### src/rtl/audio_level_meter_pkg.sv
// Shared definitions for the audio level meter: source-select encodings,
// peak-hold state type and the magnitude / bar-threshold helpers.
package audio_meter_pkg;

    localparam logic [1:0] MODE_LEFT  = 2'b00;
    localparam logic [1:0] MODE_RIGHT = 2'b01;
    localparam logic [1:0] MODE_MAX   = 2'b10;

    typedef enum logic {
        HOLD_NONE   = 1'b0,
        HOLD_ACTIVE = 1'b1
    } hold_state_e;

    // |x| of a sign-extended width-bit sample; the most negative code clips
    // to the largest positive magnitude so the result fits in width-1 bits.
    function automatic logic [63:0] abs_sat(input logic [63:0] x_sext, input int unsigned width);
        logic [63:0] mag;
        logic [63:0] lim;
        lim = (64'd1 << (width - 1)) - 64'd1;
        if (x_sext[63]) begin
            mag = ~x_sext + 64'd1;
        end else begin
            mag = x_sext;
        end
        if (mag > lim) begin
            mag = lim;
        end
        return mag;
    endfunction

    function automatic logic [63:0] bar_threshold(input int unsigned data_w,
                                                  input int unsigned num_bars,
                                                  input int unsigned k);
        return 64'd1 << (data_w - 1 - num_bars + k);
    endfunction

    // Index of the highest set bit among the low n bits, -1 when none are set.
    function automatic int highest_set(input logic [63:0] v, input int n);
        int idx;
        idx = -1;
        for (int i = 0; i < n; i++) begin
            if (v[i]) begin
                idx = i;
            end
        end
        return idx;
    endfunction

endpackage

### src/rtl/audio_level_meter_if.sv
// Codec sample handshake: the codec offers a stereo pair with read_ready and
// the consumer pops it by raising read in the same cycle.
interface audio_level_meter_if #(
    parameter int DATA_W = 24
) ();
    logic              read_ready;
    logic [DATA_W-1:0] readdata_left;
    logic [DATA_W-1:0] readdata_right;
    logic              read;

    modport master (
        output read_ready,
        output readdata_left,
        output readdata_right,
        input  read
    );

    modport slave (
        input  read_ready,
        input  readdata_left,
        input  readdata_right,
        output read
    );
endinterface

### src/rtl/audio_level_meter_peak_tracker.sv
// One channel's frame peak: saturating magnitude, running max over the frame,
// published on tick together with any sample popped in that same cycle.
module peak_tracker
    import audio_meter_pkg::*;
#(
    parameter int DATA_W = 24
) (
    input  logic              CLOCK_50,
    input  logic              reset,
    input  logic              sample_valid,
    input  logic [DATA_W-1:0] sample,
    input  logic              tick,
    output logic [DATA_W-2:0] frame_peak,
    output logic [DATA_W-2:0] peak
);
    localparam int PEAK_W = DATA_W - 1;

    logic [PEAK_W-1:0] mag;
    logic [PEAK_W-1:0] acc_reg;
    logic [PEAK_W-1:0] peak_reg;

    assign mag = PEAK_W'(abs_sat(64'(signed'(sample)), DATA_W));

    // Value the frame would close with right now, including a coincident sample.
    always_comb begin
        frame_peak = acc_reg;
        if (sample_valid && (mag > acc_reg)) begin
            frame_peak = mag;
        end
    end

    always_ff @(posedge CLOCK_50) begin
        if (reset) begin
            acc_reg  <= '0;
            peak_reg <= '0;
        end else if (tick) begin
            peak_reg <= frame_peak;
            acc_reg  <= '0;
        end else if (sample_valid) begin
            acc_reg <= frame_peak;
        end
    end

    assign peak = peak_reg;

endmodule

### src/rtl/audio_level_meter.sv
// Stereo level meter: per-channel frame peaks, a 6 dB/segment thermometer of
// the selected source with decaying peak-hold marker, and a loudness flag.
module audio_level_meter
    import audio_meter_pkg::*;
#(
    parameter int              DATA_W      = 24,
    parameter int              NUM_BARS    = 10,
    parameter int              HOLD_FRAMES = 30,
    parameter logic [DATA_W-1:0] LOUD_THRESH = 24'h100000
) (
    input  logic                CLOCK_50,
    input  logic                reset,
    input  logic                enable,
    input  logic [1:0]          mode,
    input  logic                tick,
    audio_level_meter_if.slave  codec,
    output logic [DATA_W-2:0]   peak_left,
    output logic [DATA_W-2:0]   peak_right,
    output logic [NUM_BARS-1:0] bars,
    output logic [NUM_BARS-1:0] hold_bar,
    output logic                loud,
    output logic                frame_done
);
    localparam int PEAK_W = DATA_W - 1;
    localparam int IDX_W  = (NUM_BARS > 1) ? $clog2(NUM_BARS) : 1;
    localparam int CNT_W  = (HOLD_FRAMES > 0) ? $clog2(HOLD_FRAMES + 1) : 1;

    logic [PEAK_W-1:0]   frame_peak_l;
    logic [PEAK_W-1:0]   frame_peak_r;
    logic [PEAK_W-1:0]   sel_peak;
    logic [NUM_BARS-1:0] bars_next;
    logic                loud_next;
    int                  top_idx;
    logic                hold_take;

    logic [NUM_BARS-1:0] bars_reg;
    logic [NUM_BARS-1:0] hold_bar_reg;
    logic                loud_reg;
    logic                frame_done_reg;
    hold_state_e         hold_state_reg;
    logic [IDX_W-1:0]    hold_idx_reg;
    logic [CNT_W-1:0]    hold_cnt_reg;

    assign codec.read = codec.read_ready & enable & ~reset;

    peak_tracker #(.DATA_W(DATA_W)) u_peak_left (
        .CLOCK_50     (CLOCK_50),
        .reset        (reset),
        .sample_valid (codec.read),
        .sample       (codec.readdata_left),
        .tick         (tick),
        .frame_peak   (frame_peak_l),
        .peak         (peak_left)
    );

    peak_tracker #(.DATA_W(DATA_W)) u_peak_right (
        .CLOCK_50     (CLOCK_50),
        .reset        (reset),
        .sample_valid (codec.read),
        .sample       (codec.readdata_right),
        .tick         (tick),
        .frame_peak   (frame_peak_r),
        .peak         (peak_right)
    );

    // Source select is only consumed at tick, so a mid-frame change waits for the frame end.
    always_comb begin
        sel_peak = frame_peak_l;
        case (mode)
            MODE_LEFT:  sel_peak = frame_peak_l;
            MODE_RIGHT: sel_peak = frame_peak_r;
            default:    sel_peak = (frame_peak_l > frame_peak_r) ? frame_peak_l : frame_peak_r;
        endcase
    end

    genvar gi;
    generate
        for (gi = 0; gi < NUM_BARS; gi++) begin : g_bar
            assign bars_next[gi] = 64'(sel_peak) >= bar_threshold(DATA_W, NUM_BARS, gi);
        end
    endgenerate

    assign loud_next = {1'b0, sel_peak} >= LOUD_THRESH;
    assign top_idx   = highest_set(64'(bars_next), NUM_BARS);
    assign hold_take = (top_idx >= 0) &&
                       ((hold_state_reg == HOLD_NONE) || (top_idx >= int'(hold_idx_reg)));

    always_ff @(posedge CLOCK_50) begin
        if (reset) begin
            bars_reg       <= '0;
            hold_bar_reg   <= '0;
            loud_reg       <= 1'b0;
            frame_done_reg <= 1'b0;
            hold_state_reg <= HOLD_NONE;
            hold_idx_reg   <= '0;
            hold_cnt_reg   <= '0;
        end else begin
            frame_done_reg <= tick;
            if (tick) begin
                bars_reg <= bars_next;
                loud_reg <= loud_next;
                if (hold_take) begin
                    hold_state_reg <= HOLD_ACTIVE;
                    hold_idx_reg   <= IDX_W'(top_idx);
                    hold_cnt_reg   <= CNT_W'(HOLD_FRAMES);
                    hold_bar_reg   <= NUM_BARS'(1) << top_idx;
                end else if (hold_cnt_reg != '0) begin
                    hold_cnt_reg <= hold_cnt_reg - 1'b1;
                end else if (hold_state_reg == HOLD_ACTIVE) begin
                    // Marker walks down one segment per frame and falls off below bit 0.
                    hold_bar_reg <= hold_bar_reg >> 1;
                    if (hold_idx_reg == '0) begin
                        hold_state_reg <= HOLD_NONE;
                    end else begin
                        hold_idx_reg <= hold_idx_reg - 1'b1;
                    end
                end
            end
        end
    end

    assign bars       = bars_reg;
    assign hold_bar   = hold_bar_reg;
    assign loud       = loud_reg;
    assign frame_done = frame_done_reg;

endmodule

### src/flat_wrapper.sv
// flat-port wrapper written by rule: the top's interface ports become plain ports
module audio_level_meter_flat import audio_meter_pkg::*;
#(
    parameter int              DATA_W      = 24,
    parameter int              NUM_BARS    = 10,
    parameter int              HOLD_FRAMES = 30,
    parameter logic [DATA_W-1:0] LOUD_THRESH = 24'h100000
)
  (CLOCK_50, reset, enable, mode, tick, peak_left, peak_right, bars, hold_bar, loud, frame_done, codec_read_ready, codec_readdata_left, codec_readdata_right, codec_read);
  audio_level_meter_if #(.DATA_W(DATA_W)) codec_i ();
  input  logic CLOCK_50;
  input  logic reset;
  input  logic enable;
  input  logic [1:0] mode;
  input  logic tick;
  output logic [DATA_W-2:0] peak_left;
  output logic [DATA_W-2:0] peak_right;
  output logic [NUM_BARS-1:0] bars;
  output logic [NUM_BARS-1:0] hold_bar;
  output logic loud;
  output logic frame_done;
  input wire logic [$bits(codec_i.read_ready)-1:0] codec_read_ready;
  input wire logic [$bits(codec_i.readdata_left)-1:0] codec_readdata_left;
  input wire logic [$bits(codec_i.readdata_right)-1:0] codec_readdata_right;
  output wire logic [$bits(codec_i.read)-1:0] codec_read;
  assign codec_i.read_ready = codec_read_ready;
  assign codec_i.readdata_left = codec_readdata_left;
  assign codec_i.readdata_right = codec_readdata_right;
  assign codec_read = codec_i.read;
  audio_level_meter #(.DATA_W(DATA_W), .NUM_BARS(NUM_BARS), .HOLD_FRAMES(HOLD_FRAMES), .LOUD_THRESH(LOUD_THRESH)) u_core (.CLOCK_50(CLOCK_50), .reset(reset), .enable(enable), .mode(mode), .tick(tick), .codec(codec_i), .peak_left(peak_left), .peak_right(peak_right), .bars(bars), .hold_bar(hold_bar), .loud(loud), .frame_done(frame_done));
endmodule
### config.mk
export PLATFORM = sky130hd
export DESIGN_NAME = audio_level_meter_flat
export DESIGN_NICKNAME = d
export VERILOG_FILES = /design/src/rtl/audio_level_meter_pkg.sv /design/src/rtl/audio_level_meter_if.sv /design/src/rtl/audio_level_meter_peak_tracker.sv /design/src/rtl/audio_level_meter.sv /design/src/flat_wrapper.sv
export SDC_FILE = /design/constraint.sdc
export NUM_CORES = 1
export LEC_CHECK = 0
export BUFFER_PORTS_ARGS = -buffer_cell sky130_fd_sc_hd__buf_2
export CAP_MARGIN = 20
export CORE_AREA = 4 4 172 174
export DETAILED_ROUTE_END_ITERATION = 16
export DIE_AREA = 0 0 176 178
export GPL_TIMING_DRIVEN = 0
export PLACE_DENSITY_LB_ADDON = 0.08
export SYNTH_ARGS = -nofsm -noshare
export SYNTH_HDL_FRONTEND = slang
export SYNTH_SLANG_ARGS = --single-unit
export TNS_END_PERCENT = 20
### constraint.sdc
create_clock -name CLOCK_50 -period 11.7 [get_ports CLOCK_50]
set_input_delay 0.585 -clock CLOCK_50 [delete_from_list [all_inputs] [get_ports CLOCK_50]]
set_output_delay 0.585 -clock CLOCK_50 [all_outputs]
set_load 0.01 [all_outputs]
==> metrics.md, run 1 <==
| Metric | Value |
|---|---|
| Peak Freq | 0.0935 GHz |
| Fin. Hold Viols | 0 |
| Detailed-route via count | 8173 |
| Clock buffer depth | 2 |
| Worst clock skew | 0.0123 ns |
| GRT Overall Usage | 17.9% |
| Share of cells above drive strength 1 | 15.2% |
| Port bufs | 118 |
| Yosys cell types | 87 |
| Die area | 31300 um2 |
| 1st-iter DRT viols | 502 |
| Post-synth EDFFs | 0 |
| Initial Util | 30.0% |
| H-tree depth | 4 |
| DRT Pass-1 Iters | 5 |
| CP most frequent cell | clkbuf_1 |
| Placed Area | 9400 um2 |
| Max-slew headroom | 43.0% |
| Sequential-to-total area share from yosys stat | 29.6% |
| CP Buf/Inv Count | 10 |
| Dpl ws | 0.0885 ns |
| Inserted Clock Buffers | 17 |
| Gpl congestion | 0.871 |
| Outcome | finished clean |
| Unrepaired setup endpoints after global routing | no |
| Top_reg_cell synth | dfxtp_1 |
| I/O pin count | 124 |
| Post-Syn Nets | 1228 |
| Max-slew violation count | 0 |
| Hold Crit Class | flop to flop |
| Postcts setup bufs | 0 |
| Synth Instances | 1095 |
| Fin crit period | 10.69 ns |
| CTS tree | yes |
| Slowest stage delay, CP | 0.62 ns |
| Die width | 176 um |
| Asr flop ratio synth | 0% |
| Dpl hpwl | 22700 um |
| CTS sink cnt | 123 |
| CP top delay family | buffers and inverters |
| Post-Layout Inst Area | 9990 um2 |
| # setup viols final | 0 |
| Worst VDD drop | 0.0948 mV |
| Synthesis warning total | 0 |
| WS Path Type | input port to flop |
| Worst-skew pair later-pin latency | 0.42 ns |
| WP data required | 12.00 ns |
| Clk root buf | clkbuf_16 |
| CTS hold repair buffers | 0 |
| Row count | 61 |
| Power Density | 140 nW/um2 |
| WL per Instance | 17.4 um |
| Tightest Pin Transition | 0.833 ns |
| Critical Path Source Type | input port |
| Die height | 178 um |
| Drt total wl | 28200 um |
| Nets | 1366 |
| Inserted Diodes | 0 |
| Post-Synthesis Mean Instance Area | 7.61 um2 |
| CP max stage cell | or4_1 |
| Remaining Overflow, GRT | 0 |
| Largest net degree at the start of global routing | 17 |
| Max Cap Viol | 0 |
| Final ANT Viol Nets | 0 |
| Initial antenna violation count | 0 |
| Static Leak | 4.38 nW |
| Vias per std cell | 5.03 |
| CORE AREA | 27800 um2 |
| Final WS setup | 1.01 ns |
| Detailed-route DRC error count | 0 |
| First-pass GRT wire length | 44500 um |
| Mapped Area | 8330 um2 |
| Number of global-route vias before repair | 8017 |
| CP Capture Type | flop |
| CP max FO | 10 |
| Reg clk slew, reported paths | 0.06 ns |
| Area Overhead vs Synth | 20.0% |
| Final worst-path cycle share | 91.4% |
| Yosys reg bits | 123 |
| CP arrival | 10.99 ns |
[through the flow]
stage               TNS (ns)  cells  util [%]  total power, mW  hold WS (ns)
floorplan                  0   1095         -            0.740         0.463
global placement       -1.70   1591      33.8            0.872         0.441
detailed placement         0   1592      33.8            0.873         0.444
CTS                        0   1624      35.9             1.41         0.459
global route               0   1624      36.0             1.48         0.476
finish                     0   1624      36.0             1.39         0.450
[metal layers]
layer | GRT usage, % | part of all wire [%]
met2 | 30.1 | 46
met4 | 3.90 | 1.2
met3 | 2.61 | 3.4
met5 | 0 | 0
met1 | 24.6 | 49
[layout by cell type (no fill, tap or decap), drive strengths merged, types with 4 or more instances in the layout]
master,count
a21oi,88
xor2,20
nand3b,5
or4,12
o21a,8
nand3,23
or3,16
clkinv,6
o41ai,7
mux2i,23
a21o,7
nor3,27
a311oi,4
o211ai,12
dfxtp,123
o21ai,95
nor3b,4
nor2,101
nand4,16
a32oi,5
a211oi,8
and2,4
clkinvlp,4
nand2,133
or2,6
nand2b,7
a21boi,5
o31ai,13
inv,94
xnor2,5
a221oi,6
buf,128
o221a,4
a31oi,11
nor4,9
ha,78
clkbuf,65
and3,10
[final timing paths]
path,endpoint,depth (start not counted),slack [ns],from
max,u_core.hold_idx_reg[2],37,1.01,codec_readdata_right[15]
max reg2reg,u_core.hold_idx_reg[2],31,2.87,u_core.u_peak_right.acc_reg[6]
min reg2reg,u_core.bars[2],2,0.45,u_core.bars[2]
min,u_core.bars[2],2,0.45,u_core.bars[2]
[synthesized netlist by cell type (7+ instances only)]
cell type	number	share of area, %
ha_1	78	12
mux2i_1	23	2.8
nor4_1	9	0.68
nand3_1	22	1.3
o211ai_1	12	1.1
clkbuf_1	46	2.1
o41ai_1	7	0.74
and3_1	10	0.75
a21oi_1	87	5.2
nand2b_1	7	0.53
o31ai_1	11	0.99
a21o_1	7	0.63
nor2_1	101	4.6
xor2_1	20	2.1
a211oi_1	8	0.72
inv_1	91	4.1
nor3_1	26	1.6
dfxtp_1	123	30
o21a_1	7	0.63
o21ai_0	90	5.4
nand2_1	133	6.0
nand4_1	16	1.2
or4_1	10	0.90
or3_1	15	1.1
a31oi_1	11	0.83
[kinds of logic (layout without fill, tap and decap cells)]
family | after synthesis | count (layout) | synth area share (%)
simple gates | 387 | 387 | 22.4
compound gates | 308 | 308 | 23.8
buf+inv | 148 | 299 | 6.77
flops | 123 | 123 | 29.6
fa+ha+maj | 78 | 78 | 11.7
mux | 26 | 26 | 3.17
xor+xnor | 25 | 25 | 2.63
[cell type report]
type                       instances  area, um2
buffer                            55        218
fill                            3044      17800
clock inverter                    13        144
clock buffer                      19        443
multi-input combinational        824       5310
tap                              378        473
inverter                          93        349
timing repair buffer             119        596
sequential                       123       2460
[report_power, final]
group	leakage [nW]	internal, mW	switching [mW]
clock	0.276	0.321	0.209
sequential	0.998	0.446	0.0197
combinational	3.10	0.149	0.250
[worst register-to-register path, delay by kind of cell, from the launching register on]
kind / cells / cell delay (ns)
AOI/OAI and AO/OA: 12 / 2.86
adders and majority gates: 3 / 0.89
buffers and inverters: 8 / 2.68
DFF: 1 / 0.30
muxes: 1 / 0.36
and+or+nand+nor: 7 / 1.65
[repair_timing]
item	CTS	global route
setup endpoints to repair	0	18
hold endpoints to repair	0	0
gates resized for setup	0	6
No activity file was read; power rests on OpenSTA's default activity.
==> inputs of run 2 (changes only) <==
--- a/config.mk
+++ b/config.mk
@@ -5,13 +5,14 @@
 export SDC_FILE = /design/constraint.sdc
 export NUM_CORES = 1
 export LEC_CHECK = 0
+export ABC_AREA = 1
 export BUFFER_PORTS_ARGS = -buffer_cell sky130_fd_sc_hd__buf_2
 export CAP_MARGIN = 20
-export CORE_AREA = 4 4 172 174
+export CORE_AREA = 4 4 177 179
 export DETAILED_ROUTE_END_ITERATION = 16
-export DIE_AREA = 0 0 176 178
+export DIE_AREA = 0 0 181 183
 export GPL_TIMING_DRIVEN = 0
-export PLACE_DENSITY_LB_ADDON = 0.08
+export PLACE_DENSITY = 0.5
 export SYNTH_ARGS = -nofsm -noshare
 export SYNTH_HDL_FRONTEND = slang
 export SYNTH_SLANG_ARGS = --single-unit
==> metrics.md, run 2 <==
| Metric | Value |
|---|---|
| Compound-Gate Fraction of Synth Area | 11.1% (-13 points) |
| Core Util, Final | 35.6% (-0.38 points) |
| Reg clk slew, reported paths | 0.06 ns (about the same) |
| Asr flop ratio synth | 0% (unchanged) |
| XOR/XNOR Fraction of Synth Area | 2.09% (-0.54 points) |
| Final hold slack | 0.460 ns (+0.00949 ns) |
| Slowest stage delay, CP | 0.38 ns (-0.24 ns) |
| Peak Freq | 0.124 GHz (+33%) |
| Reg2Reg Depth | 47 (+52%) |
| Area Overhead vs Synth | 19.3% |
| First-pass GRT wire length | 43500 um (-2.3%) |
| Dominant cells by area after synthesis | dfxtp_1, nand2_1, ha_1, nand3_1, inv_1 |
| Register Area | 2460 um2 (unchanged) |
| Final worst-path cycle share | 68.7% (-23 points) |
| Synthesis warning total | 0 (unchanged) |
| Beginning of the critical path | codec_readdata_right[23] |
| Synth Instances | 1334 (+22%) |
| CP Capture Type | flop |
| Synth Area in Simple Gates | 37.3% (+15 points) |
| CP max FO | 10 (unchanged) |
| H-tree depth | 4 (unchanged) |
| WL per Instance | 14.5 um (-17%) |
| Most common cell in the netlist | nand2_1 |
| Max-slew headroom | 53.0% (+10 points) |
| Inserted Diodes | 0 (unchanged) |
| Fin crit period | 8.04 ns (-2.65 ns) |
| Clk root buf | clkbuf_16 |
| WP data required | 11.98 ns (-0.02 ns) |
| Synth top cells by count | nand2_1, inv_1, nor2_1 |
| Post-Synth Adder-Cell Area | 11.1% (-0.65 points) |
| Critical path endpoint | u_core.hold_cnt_reg[2] |
| Share of cells above drive strength 1 | 17.5% (+2.3 points) |
| Top_reg_cell synth | dfxtp_1 |
| CTS tree | yes |
| Worst VDD drop | 0.0875 mV (-7.7%) |
| Clock buffer depth | 2 (unchanged) |
| Static Leak | 5.09 nW (+16%) |
| Multiplexer share of the synthesized area | 0% (-3.2 points) |
| Final ANT Viol Nets | 0 (unchanged) |
| Drt total wl | 27200 um (-3.6%) |
| Setup tns final | 0 ns (unchanged) |
| Tightest Pin Transition | 0.705 ns (-0.128 ns) |
| Area of the multi-input gates | 5430 um2 (+2.2%) |
| Initial antenna violation count | 0 (unchanged) |
| Postcts setup bufs | 0 (unchanged) |
| Yosys cell types | 46 (-47%) |
| Die height | 183 um (+2.8%) |
| WS Path Type | input port to flop |
| Dpl hpwl | 22400 um (-1.5%) |
| GRT Overall Usage | 16.2% (-1.8 points) |
| CTS hold repair buffers | 0 (unchanged) |
| CP Buf/Inv Count | 12 (+2) |
| Vias per std cell | 4.62 (-8.2%) |
| CORE AREA | 29600 um2 (+6.4%) |
| Post-Syn Nets | 1467 (+19%) |
| Outcome | finished clean |
| Post-synth EDFFs | 0 (unchanged) |
| Placed Area | 9920 um2 (+5.5%) |
| Sequential-to-total area share from yosys stat | 27.9% (-1.6 points) |
| R2R Path End | u_core.hold_cnt_reg[2] |
| Critical Path Source Type | input port |
| Worst clock skew | 0.0100 ns (-0.00228 ns) |
| Largest net degree at the start of global routing | 17 (unchanged) |
| Post-Layout Inst Area | 10500 um2 (+5.3%) |
| Max Cap Viol | 0 (unchanged) |
| Yosys reg bits | 123 (unchanged) |
| Max-slew violation count | 0 (unchanged) |
| Remaining Overflow, GRT | 0 (unchanged) |
| Die area | 33100 um2 (+5.7%) |
| I/O pin count | 124 (unchanged) |
| CP top delay family | simple AND/OR/NAND/NOR gates |
| Yosys top cell area share | 27.9% (-1.6 points) |
| Unrepaired setup endpoints after global routing | no |
| 1st-iter DRT viols | 379 (-25%) |
| Layout filler cell count | 3263 (+7.2%) |
| CP most frequent cell | nand2_1 |
| Hold Crit Depth | 2 (unchanged) |
| Initial Util | 29.8% (-0.16 points) |
| Post_cts resized | 0 (unchanged) |
| Worst path depth | 54 (+46%) |
| Number of global-route vias before repair | 8285 (+3.3%) |
| Commonest non-fill, non-tap cell in the layout | nand2_1 |
| Detailed-route DRC error count | 0 (unchanged) |
| Worst-skew pair later-pin latency | 0.42 ns (about the same) |
| Die width | 181 um (+2.8%) |
| Critical R2R Launch | u_core.u_peak_right.acc_reg[22] |
| Largest family of logic cells by synthesized area | simple AND/OR/NAND/NOR gates |
| Hold Crit Class | flop to flop |
| DRT Pass-1 Iters | 5 (unchanged) |
| Gpl congestion | 0.889 (+2.1%) |
| # setup viols final | 0 (unchanged) |
| Post-synth top area cell | dfxtp_1 |
| Port bufs | 122 (+3.4%) |
| Power Density | 138 nW/um2 (-0.72%) |
| Most frequent cells in the layout | nand2_1, inv_1, nor2_1, nand3_1, buf_2 |
| CTS sink cnt | 123 (unchanged) |
| CP max stage cell | ha_1 |
| Inserted Clock Buffers | 17 (unchanged) |
| Mapped Area | 8820 um2 (+5.8%) |
| Row count | 63 (+3.3%) |
| Nets | 1608 (+18%) |
| Post-Synthesis Mean Instance Area | 6.61 um2 (-13%) |
| Register-to-register path setup slack | 4.83 ns (+1.96 ns) |
| CP arrival | 8.32 ns (-2.67 ns) |
| Detailed-route via count | 8676 (+6.2%) |
| Fin. Hold Viols | 0 (unchanged) |
-- run 2: cell types whose count changed in the layout (fill, tap and decap cells not counted), sizes merged, moves of 23 or more --
cell   before  now
nand2     133  359
nand3      23  147
inv        94  185
nor2      101  159
a21oi      88   48
mux2i      23    0
-- run 2: logic make-up after synthesis --
family	count (synthesis)
and+or+nand+nor	708
buffers and inverters	228
AOI/OAI and AO/OA	176
DFF	123
adders and majority gates	78
xor gates and xnor gates	21
-- run 2: power breakdown --
part / leakage [nW] / internal [mW] / switching, mW
Clock: 0.297 / 0.346 / 0.195
Combinational: 3.80 / 0.156 / 0.295
Sequential: 1.00 / 0.448 / 0.0176
Total: 5.09 / 0.949 / 0.508
-- run 2: how the worst min path moves through the flow --
stage | start | to | slack [ns]
after floorplan | u_core.hold_idx_reg[3] | u_core.hold_idx_reg[3] | 0.44
after global placement | u_core.hold_bar[0] | u_core.hold_bar[0] | 0.45
final | u_core.hold_bar[0] | u_core.hold_bar[0] | 0.46
after CTS | u_core.hold_bar[0] | u_core.hold_bar[0] | 0.46
after detailed placement | u_core.hold_bar[0] | u_core.hold_bar[0] | 0.45
after global routing | u_core.hold_bar[0] | u_core.hold_bar[0] | 0.50
-- run 2: metrics by stage --
stage	std cells	power (mW)	setup slack, ns
3_5_place_dp	1846	0.926	3.18
4_1_cts	1878	1.47	3.58
5_1_grt	1878	1.55	2.80
6_report	1878	1.46	3.66
2_1_floorplan	1334	0.801	4.88
3_3_place_gp	1846	0.922	3.19
-- run 2: layout make-up --
class | instances | area share [%]
buffer | 43 | 2.08
tap | 390 | 4.64
inverter | 185 | 6.74
sequential | 123 | 23.4
multi-input combinational | 983 | 51.6
clock inverter | 11 | 1.37
clock buffer | 21 | 4.38
timing repair buffer | 122 | 5.80
-- run 2: routing by layer --
metal  vias up  GRT usage (%)  part of all wire [%]
met5         -              0                     0
met4         0           4.77                   1.8
met3        27           2.40                   3.9
li1       4572              -                     -
met2       174           26.5                    45
met1      3903           22.3                    49
-- run 2: worst register-to-register path: cells and delay by family, from the launching register on --
kind | cells | cell delay (ns)
AND/OR/NAND/NOR | 28 | 3.00
buffers and inverters | 8 | 1.00
AO/OA/AOI/OAI | 7 | 1.31
adder cells (fa/ha/maj) | 3 | 0.91
flip-flops | 1 | 0.36
XOR/XNOR | 1 | 0.15
==> inputs of run 3 (changes only) <==
--- a/config.mk
+++ b/config.mk
@@ -5,12 +5,12 @@
 export SDC_FILE = /design/constraint.sdc
 export NUM_CORES = 1
 export LEC_CHECK = 0
-export ABC_AREA = 1
+export ABC_AREA = 0
 export BUFFER_PORTS_ARGS = -buffer_cell sky130_fd_sc_hd__buf_2
 export CAP_MARGIN = 20
-export CORE_AREA = 4 4 177 179
+export CORE_AREA = 4 4 172 174
 export DETAILED_ROUTE_END_ITERATION = 16
-export DIE_AREA = 0 0 181 183
+export DIE_AREA = 0 0 176 178
 export GPL_TIMING_DRIVEN = 0
 export PLACE_DENSITY = 0.5
 export SYNTH_ARGS = -nofsm -noshare
==> constraint.sdc (replaced) <==
create_clock -name CLOCK_50 -period 7.8 [get_ports CLOCK_50]
set_input_delay 0.39 -clock CLOCK_50 [delete_from_list [all_inputs] [get_ports CLOCK_50]]
set_output_delay 0.39 -clock CLOCK_50 [all_outputs]
set_load 0.01 [all_outputs]
==> metrics.md, run 3 (same netlist as run 1, synthesis figures left out) <==
| Metric | Value |
|---|---|
| Outcome | complete, but fails checks |
| Failing checks | setup timing |
| Max-slew headroom | 42.8% (-10 points) |
| Inserted Clock Buffers | 17 (unchanged) |
| Share of cells above drive strength 1 | 28.4% (+11 points) |
| Gpl congestion | 0.889 (about the same) |
| Dpl ws | -1.96 ns (-5.14 ns) |
| Reg2Reg Depth | 31 (-34%) |
| Most frequent cells in the layout | nand2_1, dfxtp_1, buf_2, nor2_1, inv_1 |
| Vias per std cell | 5.18 (+12%) |
| Tightest Pin Transition | 0.846 ns (+0.141 ns) |
| DRT Pass-1 Iters | 7 (+2) |
| Detailed-route DRC error count | 0 (unchanged) |
| WP data required | 8.14 ns (-3.84 ns) |
| Hold Crit Depth | 2 (unchanged) |
| CP Buf/Inv Count | 8 (-4) |
| Fin. Hold Viols | 0 (unchanged) |
| Clock network power share | 35.6% (-1.5 points) |
| Max Cap Viol | 0 (unchanged) |
| Slowest stage delay, CP | 0.56 ns (+0.18 ns) |
| CP max FO | 8 (-2) |
| Initial Util | 30.0% (+0.16 points) |
| Worst VDD drop | 0.151 mV (+73%) |
| Tot Pwr | 2.31 mW (+59%) |
| Inserted Diodes | 0 (unchanged) |
| CORE AREA | 27800 um2 (-6.0%) |
| Final ANT Viol Nets | 0 (unchanged) |
| Commonest non-fill, non-tap cell in the layout | nand2_1 |
| Largest net degree at the start of global routing | 17 (unchanged) |
| CTS tree | yes |
| Dpl hpwl | 21700 um (-3.1%) |
| # setup viols final | 17 (+17) |
| WS Path Type | input port to flop |
| WL per Instance | 17.3 um (+20%) |
| CP top delay family | compound AO/OA/AOI/OAI gates |
| Register Area | 2460 um2 (unchanged) |
| Reg clk slew, reported paths | 0.06 ns (about the same) |
| Seq pwr share | 30.3% (-1.6 points) |
| GRT Overall Usage | 18.1% (+1.9 points) |
| Sw frac | 33.9% (-0.98 points) |
| Number of global-route vias before repair | 8360 (+0.91%) |
| CTS hold repair buffers | 0 (unchanged) |
| Die height | 178 um (-2.7%) |
| Min-Delay Endpoint | u_core.u_peak_left.peak[22] |
| Die area | 31300 um2 (-5.4%) |
| Area of the multi-input gates | 6140 um2 (+13%) |
| Beginning of the critical path | codec_readdata_left[1] |
| Critical R2R Launch | u_core.u_peak_right.acc_reg[6] |
| Remaining Overflow, GRT | 0 (unchanged) |
| Initial antenna violation count | 0 (unchanged) |
| Port bufs | 118 (-3.3%) |
| Detailed-route via count | 8668 (-0.092%) |
| R2R Path End | u_core.hold_idx_reg[0] |
| Peak Freq | 0.124 GHz |
| Register-to-register path setup slack | 1.03 ns (-3.80 ns) |
| Placed cell count | 1591 (-14%) |
| Nets | 1414 (-12%) |
| Clk root buf | clkbuf_16 |
| Fin crit period | 8.05 ns |
| Worst clock skew | 0.00912 ns (-0.000922 ns) |
| Unrepaired setup endpoints after global routing | yes |
| Comb power frac | 34.1% (+3.2 points) |
| Die width | 176 um (-2.8%) |
| Critical Path Source Type | input port |
| Placed Area | 9540 um2 (-3.8%) |
| 1st-iter DRT viols | 384 (+1.3%) |
| Row count | 61 (-3.2%) |
| Power Density | 202 nW/um2 (+46%) |
| CP arrival | 8.39 ns (+0.07 ns) |
| Switching power | 0.784 mW (+54%) |
| HP Start | u_core.u_peak_left.peak[22] |
| CP Capture Type | flop |
| Static Leak | 4.90 nW (-3.7%) |
| Internal power | 1.53 mW (+61%) |
| First-pass GRT wire length | 45100 um (+3.9%) |
| Layout filler cell count | 2878 (-12%) |
| Post-route non-filler standard cell count | 1672 (-11%) |
| Post-Layout Inst Area | 11500 um2 (+9.0%) |
| CP max stage cell | or4_4 |
| CTS sink cnt | 123 (unchanged) |
| Max-slew violation count | 0 (unchanged) |
| Clock buffer depth | 2 (unchanged) |
| Worst path depth | 40 (-26%) |
| Final WS setup | -0.250 ns (-3.91 ns) |
| I/O pin count | 124 (unchanged) |
| Area Overhead vs Synth | 37.6% |
| Hold Crit Class | flop to flop |
| Final worst-path cycle share | 103% |
| Worst-skew pair later-pin latency | 0.43 ns (about the same) |
| Drt total wl | 29000 um (+6.6%) |
| H-tree depth | 4 (unchanged) |
[run 3: worst min-delay path, delay by kind of cell (launching register included)]
| kind | cells | cell delay (ns) |
|---|---|---|
| DFF | 1 | 0.32 |
| AOI/OAI and AO/OA | 1 | 0.05 |
| and+or+nand+nor | 1 | 0.04 |
[run 3: power groups by stage]
stage	Combinational, mW	Sequential (mW)	Clock [mW]
CTS	0.715	0.700	0.834
global route	0.865	0.707	0.862
global placement	0.601	0.712	0
floorplan	0.410	0.717	0
detailed placement	0.605	0.712	0
finish	0.789	0.702	0.823
[run 3: worst max path at each step]
stage	end	slack [ns]
6_report	u_core.hold_idx_reg[0]	-0.25
5_1_grt	u_core.hold_idx_reg[2]	-0.56
4_1_cts	u_core.hold_idx_reg[0]	-0.22
3_5_place_dp	u_core.hold_idx_reg[0]	-1.96
3_3_place_gp	u_core.hold_idx_reg[2]	-2.05
2_1_floorplan	u_core.hold_idx_reg[0]	0.002
[run 3: routing by layer]
layer  global-route usage [%]  share of wire (%)
met1                     24.5                 47
met4                     4.16                1.4
met2                     30.5                 47
met5                        0                  0
met3                     2.71                4.7
[run 3: cell type report]
class | instances | share of cell area, %
Tap cell | 378 | 4.13
Multi-Input combinational cell | 825 | 53.5
Clock buffer | 21 | 4.10
Inverter | 93 | 3.11
Clock inverter | 11 | 1.24
Sequential cell | 123 | 21.5
Buffer | 53 | 3.61
Timing Repair Buffer | 168 | 8.80
[run 3: through the flow]
step,hold WS [ns],TNS (ns),util (%)
after detailed placement,0.440,-36.42,34.3
final,0.445,-2.91,41.3
after CTS,0.445,-2.73,39.8
after floorplan,0.463,0,-
after global placement,0.438,-38.14,34.3
after global routing,0.476,-8.73,41.3
[run 3: timing repair]
| action | in CTS | in global routing |
|---|---|---|
| pin swaps | 37 | 43 |
| buffers inserted | 33 | 15 |
| gates resized for setup | 143 | 74 |
| setup endpoints to repair | 20 | 20 |
| cloned | 0 | 3 |
| hold endpoints to repair | 0 | 0 |
